**src/rtl/skullfet_bist_ctrl.sv**
```systemverilog
// BIST sequencer for one skullfet inverter and one skullfet NAND cell: sweeps all four
// input vectors for NUM_ROUNDS passes, checks the cell outputs, and reports pass/fail.
module skullfet_bist_ctrl #(
  parameter int unsigned SETTLE_CYCLES = 4,
  parameter int unsigned NUM_ROUNDS    = 16,
  parameter int unsigned CNT_W         = 8
) (
  input  logic             clk,
  input  logic             rst_n,
  input  logic             start,
  input  logic             abort,
  output logic             inv_a,
  output logic             nand_a,
  output logic             nand_b,
  input  logic             inv_y,
  input  logic             nand_y,
  output logic             busy,
  output logic             done,
  output logic             pass,
  output logic [CNT_W-1:0] err_count,
  output logic             inv_fail,
  output logic             nand_fail
);

  localparam int unsigned SW = (SETTLE_CYCLES > 1) ? $clog2(SETTLE_CYCLES) : 1;
  localparam int unsigned RW = (NUM_ROUNDS > 1) ? $clog2(NUM_ROUNDS) : 1;

  localparam logic [1:0] StIdle   = 2'd0;
  localparam logic [1:0] StSettle = 2'd1;
  localparam logic [1:0] StCheck  = 2'd2;
  localparam logic [1:0] StDone   = 2'd3;

  logic [1:0]       state_q, state_d;
  logic [SW-1:0]    settle_q, settle_d;
  logic [RW-1:0]    round_q, round_d;
  logic             a_q, a_d, b_q, b_d;
  logic             busy_q, busy_d, done_q, done_d, pass_q, pass_d;
  logic [CNT_W-1:0] err_q, err_d;
  logic             inv_fail_q, inv_fail_d, nand_fail_q, nand_fail_d;
  logic             inv_mis, nand_mis;
  logic [1:0]       v_next;

  // Case inequality so that X/Z from an unpowered cell counts as a mismatch.
  assign inv_mis  = (inv_y !== ~a_q);
  assign nand_mis = (nand_y !== ~(a_q & b_q));
  assign v_next   = {a_q, b_q} + 2'd1;

  always_comb begin
    state_d     = state_q;
    settle_d    = settle_q;
    round_d     = round_q;
    a_d         = a_q;
    b_d         = b_q;
    busy_d      = busy_q;
    done_d      = done_q;
    pass_d      = pass_q;
    err_d       = err_q;
    inv_fail_d  = inv_fail_q;
    nand_fail_d = nand_fail_q;
    unique case (state_q)
      StIdle, StDone: begin
        if (start) begin
          state_d     = StSettle;
          settle_d    = '0;
          round_d     = '0;
          a_d         = 1'b0;
          b_d         = 1'b0;
          busy_d      = 1'b1;
          done_d      = 1'b0;
          pass_d      = 1'b0;
          err_d       = '0;
          inv_fail_d  = 1'b0;
          nand_fail_d = 1'b0;
        end
      end
      StSettle, StCheck: begin
        if (abort) begin
          state_d = StIdle;
          a_d     = 1'b0;
          b_d     = 1'b0;
          busy_d  = 1'b0;
          done_d  = 1'b0;
          pass_d  = 1'b0;
        end else if (state_q == StSettle) begin
          if (settle_q == SW'(SETTLE_CYCLES - 1)) begin
            state_d = StCheck;
          end else begin
            settle_d = settle_q + SW'(1);
          end
        end else begin
          // One error count per vector even if both cells disagree.
          if ((inv_mis || nand_mis) && (err_q != '1)) begin
            err_d = err_q + CNT_W'(1);
          end
          inv_fail_d  = inv_fail_q | inv_mis;
          nand_fail_d = nand_fail_q | nand_mis;
          if ({a_q, b_q} == 2'd3 && round_q == RW'(NUM_ROUNDS - 1)) begin
            state_d = StDone;
            a_d     = 1'b0;
            b_d     = 1'b0;
            busy_d  = 1'b0;
            done_d  = 1'b1;
            pass_d  = (err_d == '0);
          end else begin
            state_d  = StSettle;
            settle_d = '0;
            a_d      = v_next[1];
            b_d      = v_next[0];
            if ({a_q, b_q} == 2'd3) begin
              round_d = round_q + RW'(1);
            end
          end
        end
      end
      default: state_d = StIdle;
    endcase
  end

  always_ff @(posedge clk or negedge rst_n) begin
    if (!rst_n) begin
      state_q     <= StIdle;
      settle_q    <= '0;
      round_q     <= '0;
      a_q         <= 1'b0;
      b_q         <= 1'b0;
      busy_q      <= 1'b0;
      done_q      <= 1'b0;
      pass_q      <= 1'b0;
      err_q       <= '0;
      inv_fail_q  <= 1'b0;
      nand_fail_q <= 1'b0;
    end else begin
      state_q     <= state_d;
      settle_q    <= settle_d;
      round_q     <= round_d;
      a_q         <= a_d;
      b_q         <= b_d;
      busy_q      <= busy_d;
      done_q      <= done_d;
      pass_q      <= pass_d;
      err_q       <= err_d;
      inv_fail_q  <= inv_fail_d;
      nand_fail_q <= nand_fail_d;
    end
  end

  assign inv_a     = a_q;
  assign nand_a    = a_q;
  assign nand_b    = b_q;
  assign busy      = busy_q;
  assign done      = done_q;
  assign pass      = pass_q;
  assign err_count = err_q;
  assign inv_fail  = inv_fail_q;
  assign nand_fail = nand_fail_q;

endmodule

```
**config.mk**
```make
export PLATFORM = sky130hd
export DESIGN_NAME = skullfet_bist_ctrl
export DESIGN_NICKNAME = d
export VERILOG_FILES = /design/src/rtl/skullfet_bist_ctrl.sv
export SDC_FILE = /design/constraint.sdc
export NUM_CORES = 1
export LEC_CHECK = 0
export ABC_AREA = 1
export BUFFER_PORTS_ARGS = -buffer_cell sky130_fd_sc_hd__buf_2
export CAP_MARGIN = 20
export CORE_MARGIN = 2
export CORE_UTILIZATION = 50
export CTS_CLUSTER_DIAMETER = 120
export CTS_CLUSTER_SIZE = 40
export DETAILED_ROUTE_END_ITERATION = 12
export PLACE_DENSITY = 0.72
export SETUP_SLACK_MARGIN = 0.1
export SLEW_MARGIN = 30
export SYNTH_ARGS = -nofsm -noshare
export SYNTH_HDL_FRONTEND = slang
export SYNTH_SLANG_ARGS = --single-unit
```
**constraint.sdc**
```tcl
create_clock -name clk -period 1.5 [get_ports clk]
set_input_delay 0.225 -clock clk [delete_from_list [all_inputs] [get_ports clk]]
set_output_delay 0.225 -clock clk [all_outputs]
set_load 0.01 [all_outputs]
```
==> results of run 1 <==
[cells in the final DEF (no fill, tap or decap), drive strengths merged]
master | Yosys | layout
nor2 | 16 | 16
inv | 26 | 25
nand2 | 60 | 61
dlygate4sd3 | 0 | 1
a21oi | 5 | 5
o22ai | 2 | 2
clkbuf | 0 | 4
a31oi | 2 | 2
or2 | 1 | 1
nand4 | 3 | 3
o21a | 1 | 1
and3 | 1 | 1
nand3 | 18 | 18
xor2 | 3 | 3
o21ai | 20 | 20
buf | 2 | 42
nor3 | 1 | 1
ha | 6 | 6
dfrtp | 23 | 23
clkinvlp | 0 | 1
[layer usage]
layer | share of wire, % | track usage, %
met1 | 43 | 29.7
met2 | 53 | 42.7
met3 | 2.3 | 2.23
met4 | 0.88 | 8.97
met5 | 0 | 0
[cell families (layout without fill, tap and decap cells)]
family	after synthesis	count (layout)	synth area share, %
flip-flops	23	23	39.8
buffers and inverters	28	73	7.78
adder cells (fa/ha/maj)	6	6	5.19
XOR/XNOR	3	3	1.82
AND/OR/NAND/NOR	100	101	34.3
AO/OA/AOI/OAI	30	30	11.1
[worst max-delay path, cell delays in order (launching register included)]
cell and delay, ps:
sky130_fd_sc_hd__dfrtp_2 420, sky130_fd_sc_hd__ha_4 160, sky130_fd_sc_hd__buf_4 130, sky130_fd_sc_hd__nand4_1 180
sky130_fd_sc_hd__nand2_2 130, sky130_fd_sc_hd__nand2_2 70, sky130_fd_sc_hd__nor2_2 90, sky130_fd_sc_hd__nand3_1 70
sky130_fd_sc_hd__nor2_1 100, sky130_fd_sc_hd__nand3_1 90, sky130_fd_sc_hd__nand2_1 70
[worst max path at each step]
stage,end,slack [ps],cells after the start
2_1_floorplan,round_q[3]$_DFFE_PN0P_,80,9
6_report,pass$_DFFE_PN0P_,-80,10
3_5_place_dp,settle_q[0]$_DFFE_PN0P_,-110,8
5_1_grt,pass$_DFFE_PN0P_,-180,10
4_1_cts,pass$_DFFE_PN0P_,-40,12
3_3_place_gp,settle_q[0]$_DFFE_PN0P_,-3,7
[cell type report]
| type | count | area [sq um] |
|---|---|---|
| inverters | 26 | 111 |
| multi-input cells | 140 | 997 |
| fillers | 208 | 707 |
| repair buffers | 43 | 295 |
| clock buffers | 4 | 26.3 |
| well taps | 31 | 38.8 |
| flip-flops and latches | 23 | 582 |
[where the power goes]
group	switching (mW)	total [mW]	internal, mW
clock	0.188	0.292	0.104
sequential	0.170	0.996	0.826
combinational	1.47	2.64	1.16
total	1.83	3.92	2.09
[timing repair]
| action | in CTS | in global routing |
|---|---|---|
| hold endpoints to repair | 23 | 0 |
| gates cloned | 0 | 1 |
| hold buffers | 1 | 0 |
| pin swaps | 11 | 20 |
| resized for setup | 29 | 43 |
| endpoints found under the setup margin | 18 | 24 |
| buffers inserted | 8 | 5 |
[sequential cells by signal, indices dropped and copies added, names as in the netlist]
signal / cells
busy: 1
done: 1
err_count: 8
inv_a: 1
inv_fail: 1
nand_b: 1
nand_fail: 1
pass: 1
round_q: 4
settle_q: 2
state_q: 2
[metrics by stage]
| step | utilization, % | power [mW] | worst slack (ps) | hold WS, ps |
|---|---|---|---|---|
| after detailed placement | 62.1 | 2.79 | -111 | 233 |
| final | 74.4 | 3.92 | -78.4 | 283 |
| after floorplan | - | 2.21 | 78.3 | -70.6 |
| after global placement | 62.1 | 2.71 | -3.13 | 225 |
| after global routing | 74.4 | 4.18 | -185 | 298 |
| after CTS | 68.5 | 3.49 | -37.8 | 265 |
==> PnR_summary.wiki, run 1 <==
{| class="wikitable"
! Metric !! Value
|-
| TritonCTS clock tree || done
|-
| Worst setup path category || reg2reg
|-
| Via count of the first global-routing pass || 1416
|-
| First DRT Iteration DRCs || 62
|-
| Cell count after placement || 248
|-
| Effective utilization at floorplan || 52.5%
|-
| Cell at the root of the clock tree || sky130_fd_sc_hd__clkbuf_4
|-
| Count of boundary I/O pins || 22
|-
| CTS Buffer Depth || 2
|-
| Worst min-delay path category || in2reg
|-
| Critical path arrival || 1830 ps
|-
| CP endpoint kind || register
|-
| Transition time at the pin with the least slew margin || 514 ps
|-
| Register area share after synthesis || 39.8%
|-
| Depth of the worst register-to-register path || 10
|-
| Smallest setup slack after layout || -78.4 ps
|-
| Final min period || 1580 ps
|-
| Cell types occupying the most area after synthesis || sky130_fd_sc_hd__dfrtp_1 (40%), sky130_fd_sc_hd__nand2_1 (14%), sky130_fd_sc_hd__o21ai_0 (6.6%), sky130_fd_sc_hd__inv_1 (5.4%), sky130_fd_sc_hd__ha_1 (5.2%)
|-
| Syn Inst Count || 190
|-
| Endpoint of the worst hold path || state_q[1]$_DFFE_PN0P_
|-
| Share of cells above drive strength 1 || 50.0%
|-
| Area share of the leading cell type in the synthesized netlist || 39.8%
|-
| Number of buffers inserted by port buffering || 21
|-
| Detailed Place HPWL || 2.56 mm
|-
| Synthesized flop and latch total || 23
|-
| Cell variety after synth || 25
|-
| Max transition margin || about 66%
|-
| R2R Path End || pass$_DFFE_PN0P_
|-
| Area grow syn2layout || 41.7%
|-
| Syn nets || between 200 and 250
|-
| Power per unit of standard cell area || 1910 mW/mm^2
|-
| Final Wtd Congestion || 0.788
|-
| Unrepaired setup endpoints after global routing || yes
|-
| Vias || 1405
|-
| Number of non-filler instances in the completed layout || 267
|-
| Wire length of the first global-routing pass || 6.22 mm
|-
| Synth area leader || sky130_fd_sc_hd__dfrtp_1
|-
| Final critical-path share of the clock period || 105%
|-
| Vertical die dimension || around 58 um
|-
| Maximum vdd ir drop || 0.00166 V
|-
| Netlist area before placement || approximately 0.0014 sq mm
|-
| Count of clock tree sinks || 23
|-
| Commonest register cell after synthesis || sky130_fd_sc_hd__dfrtp_1
|-
| Crit. Startpoint || nand_b$_DFFE_PN0P_
|-
| Area of the die || 0.00334 sq mm
|-
| Setup tns final || -247 ps
|-
| Total non-filler cell area in the finished layout || 0.00205 sq mm
|-
| Wire length per cell || 14.4 um
|-
| Width of the chip || 57.8 um
|-
| Synth cell count leaders || sky130_fd_sc_hd__nand2_1 (55), sky130_fd_sc_hd__dfrtp_1 (23), sky130_fd_sc_hd__inv_1 (21)
|-
| Fin Clk Skew || roughly 13 ps
|-
| Detail-routed via count per cell || ~5.3
|-
| Maximum number of pins on one net before global-route repair || 24
|-
| Yosys synthesis warning count || 0
|-
| Flop-to-flop setup slack || -80 ps
|-
| Leading cell type by number of instances after synthesis || sky130_fd_sc_hd__nand2_1
|-
| Reported max-cap violation count || 0
|-
| WP data required || 1750 ps
|-
| Final count of negative-setup-slack endpoints || 6
|-
| Failing checks || setup timing
|-
| Final routed DRC violation total || 0
|-
| First-pass detailed-route iteration total || 4
|-
| Max-slew violation total from the final report || 0
|-
| Status || finished with violations
|-
| Worst Min Path Start || abort
|-
| Number of buffers created by CTS || 3
|-
| Number of enable-type register cells in the synthesized netlist || 0
|-
| Leakage || 1.02 nW
|-
| Largest driver fanout on the critical path || 3
|-
| Clock transition at the register clock pins on the worst setup and hold paths after CTS || 130 ps
|-
| Mean Syn Cell Area || 7.62 sq um
|-
| Fmax || 634 MHz
|-
| Gr ovfl total || 0
|-
| Kind of start point of the critical path || register
|-
| Initial antenna violation count || 0
|-
| Count of final hold-check violations || 0
|-
| R2r startpoint || nand_b$_DFFE_PN0P_
|-
| Post-synth ARST share || 100%
|-
| Antenna Nets Post-Route || 0
|-
| Final layout net count || ~250
|-
| Worst hold path depth || 4
|-
| Placed Instance Area || 0.00171 sq mm
|-
| Maximum level of the CTS H-tree || 1
|-
| Total global routing track utilization || 23.9%
|-
| Clock latency of the later-clocked register in the worst-skew pair || roughly 320 ps
|-
| Core region area || 0.00276 sq mm
|-
| Num rows || 19
|-
| Count of inserted antenna diode cells || 0
|-
| Wirelength, routed || 3.85 mm
|}
Note: power is estimated with default switching activity, not from simulation.
==> run 2, diff against run 1 <==
CORE_UTILIZATION = 45   (was 50)
MAX_ROUTING_LAYER = met4   (was unset)
PLACE_DENSITY = 0.66   (was 0.72)
==> PnR_summary.wiki, run 2 (synthesis gave the netlist of run 1 again) <==
{| class="wikitable"
! Metric !! Value
|-
| Initial antenna violation count || 0
|-
| Reported max-cap violation count || 0
|-
| Max-slew violation total from the final report || 0
|-
| Wire length of the first global-routing pass || 5.76 mm
|-
| Share of cells above drive strength 1 || 46.0%
|-
| Num rows || 20
|-
| Status || finished with violations
|-
| Cell family contributing the most delay on the critical path || simple AND/OR/NAND/NOR gates
|-
| Vertical die dimension || 60.7 um
|-
| CP endpoint kind || register
|-
| Count of clock tree sinks || 23
|-
| First-pass detailed-route iteration total || 4
|-
| Power per unit of standard cell area || 1870 mW/mm^2
|-
| Smallest setup slack after layout || -94.1 ps
|-
| Final min period || 1590 ps
|-
| Maximum vdd ir drop || 0.00121 V
|-
| Width of the chip || 60.7 um
|-
| Wirelength, routed || around 3.7 mm
|-
| Effective utilization at floorplan || 47.4%
|-
| Clock transition at the register clock pins on the worst setup and hold paths after CTS || 130 ps
|-
| Detailed Place HPWL || around 2.5 mm
|-
| TritonCTS clock tree || done
|-
| Final count of negative-setup-slack endpoints || 5
|-
| CTS Buffer Depth || 2
|-
| Area of the die || 0.00369 sq mm
|-
| Final critical-path share of the clock period || 106%
|-
| Fmax || 627 MHz
|-
| Kind of start point of the critical path || register
|-
| Final Wtd Congestion || 0.851
|-
| Total global routing track utilization || 21.7%
|-
| Gr ovfl total || 0
|-
| Library cell contributing the largest single delay on the critical path || sky130_fd_sc_hd__dfrtp_2
|-
| Most common cell type on the critical path || sky130_fd_sc_hd__nand2_4
|-
| Count of boundary I/O pins || 22
|-
| Cell count after placement || 264
|-
| # fillers || 255
|-
| WP data required || 1730 ps
|-
| Wire length per cell || around 13 um
|-
| Max transition margin || between 60% and 70%
|-
| Count of inserted antenna diode cells || 0
|-
| Count of final hold-check violations || 0
|-
| Transition time at the pin with the least slew margin || 521 ps
|-
| Worst setup path category || reg2reg
|-
| Cell at the root of the clock tree || sky130_fd_sc_hd__clkbuf_4
|-
| Vias || 1403
|-
| Via count of the first global-routing pass || 1348
|-
| Detail-routed via count per cell || 4.99
|-
| Clock latency of the later-clocked register in the worst-skew pair || between 300 and 400 ps
|-
| Max incr delay on CP || 460 ps
|-
| Critical path arrival || 1820 ps
|-
| Number of buffers inserted by port buffering || 21
|-
| Multi-input combinational cell area || 975 sq um
|-
| Flip-flop count of the largest register, all copies and words added || 8
|-
| Final layout net count || 250
|-
| Leakage || 1.04 nW
|-
| Core region area || 0.00305 sq mm
|-
| Fin Clk Skew || 5.96 ps
|-
| Area grow syn2layout || 42.3%
|-
| Cell Chain, Critical Path || ha_4 -> inv_2 -> nand2_4 -> nand2_4 -> nand2_4 -> nand2_8 -> buf_6 -> xor2_2 -> nor2_1 -> nand3_1 -> nand2_1
|-
| Final routed DRC violation total || 0
|-
| Post-layout power || 3.86 mW
|-
| Antenna Nets Post-Route || 0
|-
| Number of non-filler instances in the completed layout || between 200 and 300
|-
| Maximum number of pins on one net before global-route repair || 24
|-
| Sequential cell area || 582 sq um
|-
| Unrepaired setup endpoints after global routing || yes
|-
| Worst min-delay path category || in2reg
|-
| Number of buffers created by CTS || 3
|-
| Failing checks || setup timing
|-
| Commonest non-fill, non-tap cell in the layout || sky130_fd_sc_hd__nand2_1
|-
| Buf/Inv on CP || 2
|-
| Maximum level of the CTS H-tree || 1
|-
| Leading cell types in the layout, fill and taps excluded || sky130_fd_sc_hd__nand2_1 (42), sky130_fd_sc_hd__buf_2 (21), sky130_fd_sc_hd__dfrtp_1 (18)
|-
| Largest driver fanout on the critical path || 6
|-
| First DRT Iteration DRCs || 64
|}
run 2: cell count changes in the layout (fill, tap and decap cells not counted), sizes merged:
cell      before  now
inv           25   26
buf           42   44
nand2         61   60
clkinvlp       1    0
run 2: repair_timing:
action | in CTS | in global routing
hold buffers | 1 | 0
buffers inserted | 6 | 7
pin swaps | 8 | 24
endpoints found under the setup margin | 13 | 23
hold endpoints to repair | 23 | 0
resized for setup | 19 | 45
run 2: cell type report:
type                    instances  share of cell area (%)
multi-input cells             139                    47.3
repair buffers                 45                    15.2
inverters                      26                    5.22
well taps                      44                    2.67
flip-flops and latches         23                    28.3
clock buffers                   4                    1.28
run 2: per-layer routing:
| metal | track usage [%] | routed length [um] | vias to the layer above |
|---|---|---|---|
| met2 | 39.2 | 2000 | 21 |
| met4 | 7.45 | 46 | 0 |
| met1 | 24.9 | 1510 | 669 |
| met3 | 1.92 | 97 | 5 |
| met5 | - | 0 | - |
| li1 | - | - | 708 |
run 2: power breakdown:
group | switching [mW] | internal [mW] | total (mW)
Combinational | 1.42 | 1.16 | 2.58
Clock | 0.192 | 0.104 | 0.297
Sequential | 0.158 | 0.826 | 0.984
run 2: tightest hold or removal path: cells and delay by family:
kind	cells	cell delay, ps
buf+inv	1	140
compound gates	2	110
simple gates	1	50
run 2: final timing paths:
| kind | cells after the start | startpoint | to | slack (ps) |
|---|---|---|---|---|
| setup reg to reg | 11 | inv_a$_DFFE_PN0P_ | pass$_DFFE_PN0P_ | -90 |
| hold / removal | 4 | abort | state_q[0]$_DFFE_PN0P_ | 230 |
| max in group asynchronous | 2 | rst_n | err_count[0]$_DFFE_PN0P_ | 730 |
| hold reg to reg | 2 | pass$_DFFE_PN0P_ | pass$_DFFE_PN0P_ | 490 |
| min in group asynchronous | 2 | rst_n | round_q[0]$_DFFE_PN0P_ | 390 |
| setup / recovery | 11 | inv_a$_DFFE_PN0P_ | pass$_DFFE_PN0P_ | -90 |
run 2: metrics by stage:
step / hold slack, ps / area (sq um) / setup WS, ps / setup TNS, ps / utilization, %
2_1_floorplan: -70.6 / 1520 / 78.3 / 0 / -
3_3_place_gp: 222 / 1750 / -27.3 / -33.0 / 57.3
3_5_place_dp: 233 / 1750 / -74.0 / -115 / 57.3
4_1_cts: 272 / 1890 / -3.47 / -3.47 / 62.0
5_1_grt: 257 / 2060 / -198 / -1140 / 67.5
6_report: 234 / 2060 / -94.1 / -222 / 67.5
